### src/rtl/tlight_pkg.sv
// tlight_pkg: shared state encoding, lamp patterns and helpers for the
// pedestrian traffic-light controller.
// Optional build macro: TLIGHT_NIGHT_EN (adds the NIGHT flashing state).
package tlight_pkg;

  typedef enum logic [3:0] {
    NS_GREEN,
    NS_YELLOW,
    RED1,
    WALK1,
    WE_GREEN,
    WE_YELLOW,
    RED2,
    WALK2
`ifdef TLIGHT_NIGHT_EN
    ,
    NIGHT
`endif
  } state_t;

  // Lamp vectors are {red,yellow,green}
  localparam logic [2:0] RED    = 3'b100;
  localparam logic [2:0] YELLOW = 3'b010;
  localparam logic [2:0] GREEN  = 3'b001;
  localparam logic [2:0] DARK   = 3'b000;

  function automatic int max2(input int a, input int b);
    return (a > b) ? a : b;
  endfunction

endpackage

### src/rtl/tlight_timer.sv
// tlight_timer: phase counter shared by every phase of the controller.
// Counts up from 0 each cycle; clr restarts it at 0 on the next edge.
// done flags the last cycle of a phase of length len.
// Optional build macro: TLIGHT_NIGHT_EN (no effect in this file).
module tlight_timer #(
  parameter int CW = 5
) (
  input  logic          clock,
  input  logic          reset,
  input  logic          clr,
  input  logic [CW-1:0] len,
  output logic          done,
  output logic [CW-1:0] cnt
);

  // Phase counter: restart on reset or on any phase change
  always_ff @(posedge clock) begin
    if (reset || clr) cnt <= '0;
    else              cnt <= cnt + 1'b1;
  end

  assign done = (cnt == len - 1'b1);

endmodule

### src/rtl/tlight_ped.sv
// tlight_ped: two-road traffic light with pedestrian walk phase and
// green shortening. Moore outputs decoded from the state register.
// Optional build macro: TLIGHT_NIGHT_EN (adds night input and the NIGHT
// flashing-yellow state).
module tlight_ped
  import tlight_pkg::*;
#(
  parameter int T_GREEN     = 16,
  parameter int T_GREEN_MIN = 6,
  parameter int T_YELLOW    = 4,
  parameter int T_ALLRED    = 2,
  parameter int T_WALK      = 8
`ifdef TLIGHT_NIGHT_EN
  ,
  parameter int T_FLASH     = 4
`endif
) (
  input  logic       clock,
  input  logic       reset,
  input  logic       ped_req,
`ifdef TLIGHT_NIGHT_EN
  input  logic       night,
`endif
  output logic [2:0] ns,
  output logic [2:0] we,
  output logic       walk,
  output logic       ped_wait
);

`ifdef TLIGHT_NIGHT_EN
  localparam int TMAX = max2(max2(max2(T_GREEN, T_YELLOW), max2(T_ALLRED, T_WALK)), T_FLASH);
`else
  localparam int TMAX = max2(max2(T_GREEN, T_YELLOW), max2(T_ALLRED, T_WALK));
`endif
  localparam int CW = $clog2(TMAX) + 1;
  localparam logic [CW-1:0] GMIN_LAST = CW'(T_GREEN_MIN - 1);

  if (T_GREEN < 1 || T_YELLOW < 1 || T_ALLRED < 1 || T_WALK < 1) begin : g_bad_dur
    $error("tlight_ped: every phase duration must be >= 1");
  end
  if (T_GREEN_MIN < 1 || T_GREEN_MIN > T_GREEN) begin : g_bad_gmin
    $error("tlight_ped: T_GREEN_MIN must lie in 1..T_GREEN");
  end
`ifdef TLIGHT_NIGHT_EN
  if (T_FLASH < 1) begin : g_bad_flash
    $error("tlight_ped: T_FLASH must be >= 1");
  end
`endif

  state_t        state, nxt;
  logic          ped_lat;
  logic          clr, done;
  logic [CW-1:0] len, cnt;
  logic          pend;

`ifdef TLIGHT_NIGHT_EN
  logic          flash;
  logic          night_exit;
`endif

  tlight_timer #(.CW(CW)) u_timer (
    .clock (clock),
    .reset (reset),
    .clr   (clr),
    .len   (len),
    .done  (done),
    .cnt   (cnt)
  );

  // A request arriving on the cut-off edge itself already counts, so a
  // late press ends green on the very edge it is sampled.
  assign pend = ped_lat | ped_req;

  // State register
  always_ff @(posedge clock) begin
    if (reset) state <= NS_GREEN;
    else       state <= nxt;
  end

  // Pedestrian latch: set wins over the clear on walk entry
  always_ff @(posedge clock) begin
    if (reset)                                            ped_lat <= 1'b0;
`ifdef TLIGHT_NIGHT_EN
    else if (night || state == NIGHT)                     ped_lat <= 1'b0;
`endif
    else if (ped_req)                                     ped_lat <= 1'b1;
    else if ((nxt == WALK1 || nxt == WALK2) && nxt != state) ped_lat <= 1'b0;
  end

`ifdef TLIGHT_NIGHT_EN
  // Flash phase toggles each T_FLASH cycles; marks the walk-free RED2 after night
  always_ff @(posedge clock) begin
    if (reset) begin
      flash      <= 1'b0;
      night_exit <= 1'b0;
    end else begin
      if (nxt == NIGHT && state != NIGHT)  flash <= 1'b1;
      else if (state == NIGHT && done)     flash <= ~flash;
      if (state == NIGHT && nxt == RED2)   night_exit <= 1'b1;
      else if (state == RED2 && nxt != RED2) night_exit <= 1'b0;
    end
  end
`endif

  // Next-state, phase length and timer restart
  always_comb begin
    nxt = state;
    len = CW'(T_GREEN);
    unique case (state)
      NS_GREEN: begin
        len = CW'(T_GREEN);
        if (done || (pend && cnt >= GMIN_LAST)) nxt = NS_YELLOW;
      end
      NS_YELLOW: begin
        len = CW'(T_YELLOW);
        if (done) nxt = RED1;
      end
      RED1: begin
        len = CW'(T_ALLRED);
        if (done) nxt = ped_lat ? WALK1 : WE_GREEN;
      end
      WALK1: begin
        len = CW'(T_WALK);
        if (done) nxt = WE_GREEN;
      end
      WE_GREEN: begin
        len = CW'(T_GREEN);
        if (done || (pend && cnt >= GMIN_LAST)) nxt = WE_YELLOW;
      end
      WE_YELLOW: begin
        len = CW'(T_YELLOW);
        if (done) nxt = RED2;
      end
      RED2: begin
        len = CW'(T_ALLRED);
`ifdef TLIGHT_NIGHT_EN
        if (done) nxt = (ped_lat && !night_exit) ? WALK2 : NS_GREEN;
`else
        if (done) nxt = ped_lat ? WALK2 : NS_GREEN;
`endif
      end
      WALK2: begin
        len = CW'(T_WALK);
        if (done) nxt = NS_GREEN;
      end
`ifdef TLIGHT_NIGHT_EN
      NIGHT: begin
        len = CW'(T_FLASH);
        if (!night) nxt = RED2;
      end
`endif
      default: nxt = NS_GREEN;
    endcase
`ifdef TLIGHT_NIGHT_EN
    if (night) nxt = NIGHT;
`endif
    clr = (nxt != state);
`ifdef TLIGHT_NIGHT_EN
    if (state == NIGHT && done) clr = 1'b1;
`endif
  end

  // Lamp decode
  always_comb begin
    ns   = RED;
    we   = RED;
    walk = 1'b0;
    case (state)
      NS_GREEN:     ns = GREEN;
      NS_YELLOW:    ns = YELLOW;
      WE_GREEN:     we = GREEN;
      WE_YELLOW:    we = YELLOW;
      WALK1, WALK2: walk = 1'b1;
`ifdef TLIGHT_NIGHT_EN
      NIGHT: begin
        ns = {1'b0, flash, 1'b0};
        we = {1'b0, flash, 1'b0};
      end
`endif
      default: ;
    endcase
  end

  assign ped_wait = ped_lat;

endmodule

### config.mk
export PLATFORM = sky130hd
export DESIGN_NAME = tlight_ped
export DESIGN_NICKNAME = d
export VERILOG_FILES = /design/src/rtl/tlight_pkg.sv /design/src/rtl/tlight_timer.sv /design/src/rtl/tlight_ped.sv
export SDC_FILE = /design/constraint.sdc
export NUM_CORES = 1
export LEC_CHECK = 0
export CORE_MARGIN = 3
export CORE_UTILIZATION = 28
export CTS_CLUSTER_DIAMETER = 50
export DETAILED_ROUTE_END_ITERATION = 16
export GPL_TIMING_DRIVEN = 0
export HOLD_SLACK_MARGIN = 0.02
export PLACE_DENSITY_LB_ADDON = 0.05
export REMOVE_ABC_BUFFERS = 1
export SETUP_SLACK_MARGIN = 0.15
export SLEW_MARGIN = 20
export SYNTH_ARGS = -nofsm -noshare
export SYNTH_HDL_FRONTEND = slang
export SYNTH_SLANG_ARGS = --single-unit
export TNS_END_PERCENT = 50
### constraint.sdc
create_clock -name clock -period 3.1 [get_ports clock]
set_clock_uncertainty 0.1 [all_clocks]
set_input_delay 0.465 -clock clock [delete_from_list [all_inputs] [get_ports clock]]
set_output_delay 0.465 -clock clock [all_outputs]
set_load 0.05 [all_outputs]
# Word level (Yosys, flattened, before mapping)
# Index checks and enable logic that the tools add are counted.
# Widths: inputs -> output; s select.
dict set report op_classes {
  order_cmp 1
  n_shift 0
  n_bitwise 1
  n_mux 17
  eq_ne 11
  add_sub_neg 2
  mul 0
  div 0
  reduce_logical 10
}
# op count
set ops {}
lappend ops {{$mux 4} 8}
lappend ops {{$pmux 4 s8} 1}
lappend ops {{$eq 4x3->1 const B} 5}
lappend ops {{$pmux 5 s3} 1}
lappend ops {{$eq 4x2->1 const B} 3}
lappend ops {{$pmux 3 s2} 2}
lappend ops {{$mux 3} 2}
lappend ops {{$reduce_or 2->1} 3}
lappend ops {{$add 5x1->5 const B} 1}
lappend ops {{$eq 5x5->1} 1}
lappend ops {{$ge 5x3->1 const B} 1}
lappend ops {{$sub 5x1->5 const B} 1}
lappend ops {{$eq 4x1->1 const B} 1}
lappend ops {{$logic_not 4->1} 1}
lappend ops {{$ne 4x4->1} 1}
lappend ops {{$logic_or 1x1->1} 3}
lappend ops {{$mux 1} 3}
lappend ops {{$logic_and 1x1->1} 2}
lappend ops {{$reduce_bool 2->1} 1}
lappend ops {{$or 1x1->1} 1}
dict set report totals {
  output_inout_bits 8
  latch_bits 0
  mem_bits_rw 0
  romBits 0
  memories 0
  word_cells 45
  in_bits 3
  regBits 10
}

# Depth between registers and ports, before layout
# Gate-level depths: netlist (run 1).
dict set report logic_depth {
  depth_word 13
  ltp_mapped 9
  mapped_depth_nobuf 8
}

# Modules after synthesis
# From an unflattened synthesis (run 1), not the netlist that was laid out.
dict set report hier_totals {
  hier_cells 82
  area_unflattened_um2 694.4
}
# module area_per_inst_um2 cells_each seq_area_each_um2 n_inst
set modules_own_cells {}
lappend modules_own_cells {tlight_ped 385.4 49 100.1 1}
lappend modules_own_cells {tlight_timer 309.0 33 100.1 1}

# Least setup slack after synthesis (run 1)
# No wires, ideal clock.
dict set report synth_timing {
  path_type {flip-flop to output port}
  from {register state[0]}
  to {output ns[0]}
  arrival_ns 2.028
  required_time_ns 2.535
  slack_ns 0.507
  n_path_buf 1
  path_stages_with_launch 3
  path_cell_list {dfxtp_1 buf_2 nor4_1}
}
dict set report synth_via {
  elab_chain_cells 2
  elab_cells_between_ends 3
  cone_classes {1 x eq/ne; 1 x mux; 1 x reduce/logical}
}
# element line_no
set synth_lines {}
lappend synth_lines {{start, declared} tlight_ped.sv:50} ;# state_t state, nxt;
lappend synth_lines {{start signal, assigned} tlight_ped.sv:77} ;# else state <= nxt;
lappend synth_lines {{$eq 4x1->1 or $logic_not 4->1 (tied branches)} tlight_ped.sv:168} ;# case (state)
lappend synth_lines {{$pmux 3 s2 *} tlight_ped.sv:168}
lappend synth_lines {{end, declared} tlight_ped.sv:24} ;# output logic [2:0] ns,
# Every way passes the cells marked *; elsewhere a longest branch is shown, timed or not.

# Final worst setup path (run 1)
dict set report layout_timing {
  from {register state[1]}
  to {register u_timer.cnt[2]}
}
dict set report layout_via {
  elab_chain_cells 10
  elab_cells_between_ends 26
  cone_classes {1 x add/sub; 9 x eq/ne; 10 x mux; 6 x reduce/logical}
}
# element line_no
set layout_lines {}
lappend layout_lines {{$eq 4x2->1, or another cell as far along} tlight_ped.sv:109} ;# unique case (state)
lappend layout_lines {{$reduce_or 2->1 (no source line)} n/a}
lappend layout_lines {{$pmux 5 s3} tlight_ped.sv:109}
lappend layout_lines {{$sub 5x1->5} tlight_timer.sv:22} ;# assign done = (cnt == len - 1'b1);
lappend layout_lines {{$eq 5x5->1} tlight_timer.sv:22}
lappend layout_lines {{$logic_or 1x1->1} {tlight_ped.sv:112, tlight_ped.sv:128}}
lappend layout_lines {{$mux 4, on equally long branches} {tlight_ped.sv:128, tlight_ped.sv:112}}
lappend layout_lines {{$pmux 4 s8} tlight_ped.sv:109}
lappend layout_lines {{$ne 4x4->1 *} tlight_ped.sv:157} ;# clr = (nxt != state);
lappend layout_lines {{$logic_or 1x1->1 *} tlight_timer.sv:18} ;# if (reset || clr) cnt <= '0;
lappend layout_lines {{end signal, assigned} tlight_timer.sv:19} ;# else cnt <= cnt + 1'b1;
lappend layout_lines {{end, declared} tlight_timer.sv:13} ;# output logic [CW-1:0] cnt
# Marks and branches as above.
# A chain may end at the register's enable or synchronous reset.

==> results of run 1 <==
==> layout by cell type (no fill, tap or decap), types with 4 or more instances in the layout <==
master | synthesis | routed
clkdlybuf4s50_1 | 0 | 10
nor2_1 | 11 | 11
xnor2_1 | 4 | 4
dfxtp_1 | 10 | 10
nand2_1 | 5 | 5
nand3_1 | 5 | 5
==> layer usage <==
metal	up-vias	routed length (µm)	share of wire [%]	GRT usage, %
met5	-	0	0	0
met4	0	29	2.1	6.25
met3	4	66	4.8	3.02
met2	12	560	41	13.3
met1	243	723	52	14.2
li1	293	-	-	-
==> kinds of logic (layout without fill, tap and decap cells) <==
family	count (synthesis)	in the layout
mux	1	1
compound gates	10	10
fa+ha+maj	3	3
flops	10	10
other cells	1	1
buf+inv	8	16
xor+xnor	9	9
simple gates	36	36
==> metrics by stage <==
stage / hold WS, ns / worst slack [ns] / power (mW) / area (µm²) / instances
3_3_place_gp: 0.393 / 0.411 / 0.167 / 791 / 111
3_5_place_dp: 0.393 / 0.438 / 0.167 / 791 / 111
6_report: 0.407 / 0.450 / 0.251 / 813 / 114
5_1_grt: 0.435 / 0.266 / 0.263 / 813 / 114
2_1_floorplan: 0.356 / 0.569 / 0.156 / 656 / 73
4_1_cts: 0.408 / 0.412 / 0.255 / 813 / 114
==> final cells by class <==
| class | count | area, µm² | area share, % |
|---|---|---|---|
| Clock buffer | 3 | 22.5 | 2.77 |
| Inverter | 3 | 11.3 | 1.38 |
| Multi-Input combinational cell | 60 | 444 | 54.6 |
| Sequential cell | 10 | 200 | 24.6 |
| Tap cell | 28 | 35.0 | 4.31 |
| Timing Repair Buffer | 10 | 100 | 12.3 |
==> worst max-delay path, cell delays in order, from the launching register on <==
cell and delay, ns:
dfxtp_1 0.50, or3b_1 0.50, ha_1 0.35, xnor2_1 0.16, nor3b_4 0.33, nand2_2 0.14, o311ai_4 0.37, nor2_1 0.08
==> where the power goes <==
group / total [mW] / internal (mW) / switching (mW)
registers: 0.136 / 0.131 / 0.00448
logic: 0.0281 / 0.0112 / 0.0170
clock network: 0.0870 / 0.0448 / 0.0422
==> state kept, by name, indices dropped and copies added, names as in the netlist <==
signal	flops
ped_wait	1
u_timer.cnt	5
state	4
==> worst min-delay path by stage <==
stage,end,from
5_1_grt,u_timer.cnt[0],u_timer.cnt[0]
3_5_place_dp,u_timer.cnt[0],u_timer.cnt[0]
6_report,u_timer.cnt[0],u_timer.cnt[0]
4_1_cts,u_timer.cnt[0],u_timer.cnt[0]
2_1_floorplan,u_timer.cnt[0],u_timer.cnt[0]
3_3_place_gp,u_timer.cnt[0],u_timer.cnt[0]
==> run metrics, run 1 <==
status=finished clean; Mapped Cells=between 70 and 80; number of iterations in the first detailed-routing pass=4; Die Y=roughly 56 µm; Final Cycle Share=roughly 85%; CTS max path bufs=2; worst-skew pair later-pin latency=approximately 0.26 ns; Rel. slew slack=between 60 and 70%; total number of nets in the final design=94; startpoint of the most critical setup path=state[1]; core box area=approximately 2300 µm²; global-route wire length before repair=between 2 and 2.5 mm; post-synthesis sequential element count=10; syn avg cell area=between 8 and 9 µm²; vias in the first global route=539; Area growth syn-to-layout=18.2%; fraction of final layout cells with drive strength greater than 1=a little over a tenth; cell area after synthesis=about 700 µm²; total routing usage reported by global routing=10.2%; Synth area leaders=dfxtp_1 (29%), nor2_1 (6.0%), ha_1 (5.5%); antenna violations before repair=0; peak clock frequency supported by timing=around 380 MHz; Antenna Diode Count=0; critical path launch point type=register; Hold Fails Final Rpt=0; CTS Hold Buffers Added=0; largest fanout of any net on the critical path=10; RSZ-0062 raised after global routing=false; final sum of negative setup slack=0 ns; CP endpoint kind=register; endpoint of the worst setup timing path=u_timer.cnt[2]; area fraction in and, or, nand and nor cells after synthesis=28.4%; IO Port Bufs=10; startpoint of the worst-slack reg-to-reg timing path=state[1]; primary flip-flop cell chosen by synthesis mapping=dfxtp_1; clock tree from TritonCTS=done; quantity of gates resized following cts=0; Clk Tree Root Cell=clkbuf_4; setup bufs post-CTS=0; CTS H-tree depth=1; count of cells along the worst register-to-register path=7; count leader, synth=nor2_1; synthesized-area fraction occupied by adder cells=5.45%; Critical Path AT=between 2 and 3 ns; class of the most critical setup path=register to register; share of the synthesized netlist area taken by xor and xnor gates=15.8%; class of the most critical hold timing path=register to register; Lkg Pwr=approximately 0.27 nW; required time of the critical path=between 3 and 4 ns; half-perimeter wire length after detailed placement=~1.1 mm; top-level port count=11; global route total overflow=0; number of remaining DRC errors=0; count of max-cap constraint violations=0; fraction of post-synthesis cell area in the top cell type by area=between 20% and 30%; filler cell count in the final layout=between 200 and 250; Antenna Nets Post-Route=0; RR Endpoint=u_timer.cnt[2]; per-cell routed wire length=about 12 µm; Yosys warnings=0; Initial Utilization=a little under a third; sequential element share of the synthesized area=approximately 29%; fraction of registers with async set or reset after synthesis=0%; die extent in x=~56 µm; global placement routability congestion=0.777; 1st-iter DRT viols=4; overall via count from detail_route=552; area of the die=3090 µm²; Worst IR Drop VDD=between 0.15 and 0.2 mV; top post-synthesis cells by count=nor2_1 (11), dfxtp_1 (10), nand2_1 (5), nand3_1 (5), xnor2_1 (4); Yosys cell types=35; number of cells on the worst hold path=1; final design utilization=a little over a third; power density over the cells=309 nW/µm²; main combinational cell family by area after synthesis=simple AND/OR/NAND/NOR gates; final critical delay including setup and external delays=approximately 2.7 ns; fraction of the mapped netlist area in compound gates=12.9%; area leader, netlist=dfxtp_1; number of buffers added by the clock tree synthesis step=3; multiplexer fraction of the synthesized cell area=1.45%; clock slew at the register clock pins of the worst setup and hold paths=about 0.060 ns; via-per-instance ratio=approximately 4.8; final setup violating endpoints=0; clock tree sinks=10; placement row count=17; final wirelength=1.38 mm; pin count of the biggest net entering global routing=13; Post-synth EDFFs=0; reg-to-reg slack, setup=around 0.45 ns; slew of the pin with the lowest slew margin=~0.50 ns; final number of max-transition violations=0
(Power assumes the default switching activity.)
==> run 2: changes to the inputs <==
HOLD_SLACK_MARGIN = 0.12   (was 0.02)
==> results of run 2 <==
Same layout as run 1: the final DEF is identical, and so are final timing and power.
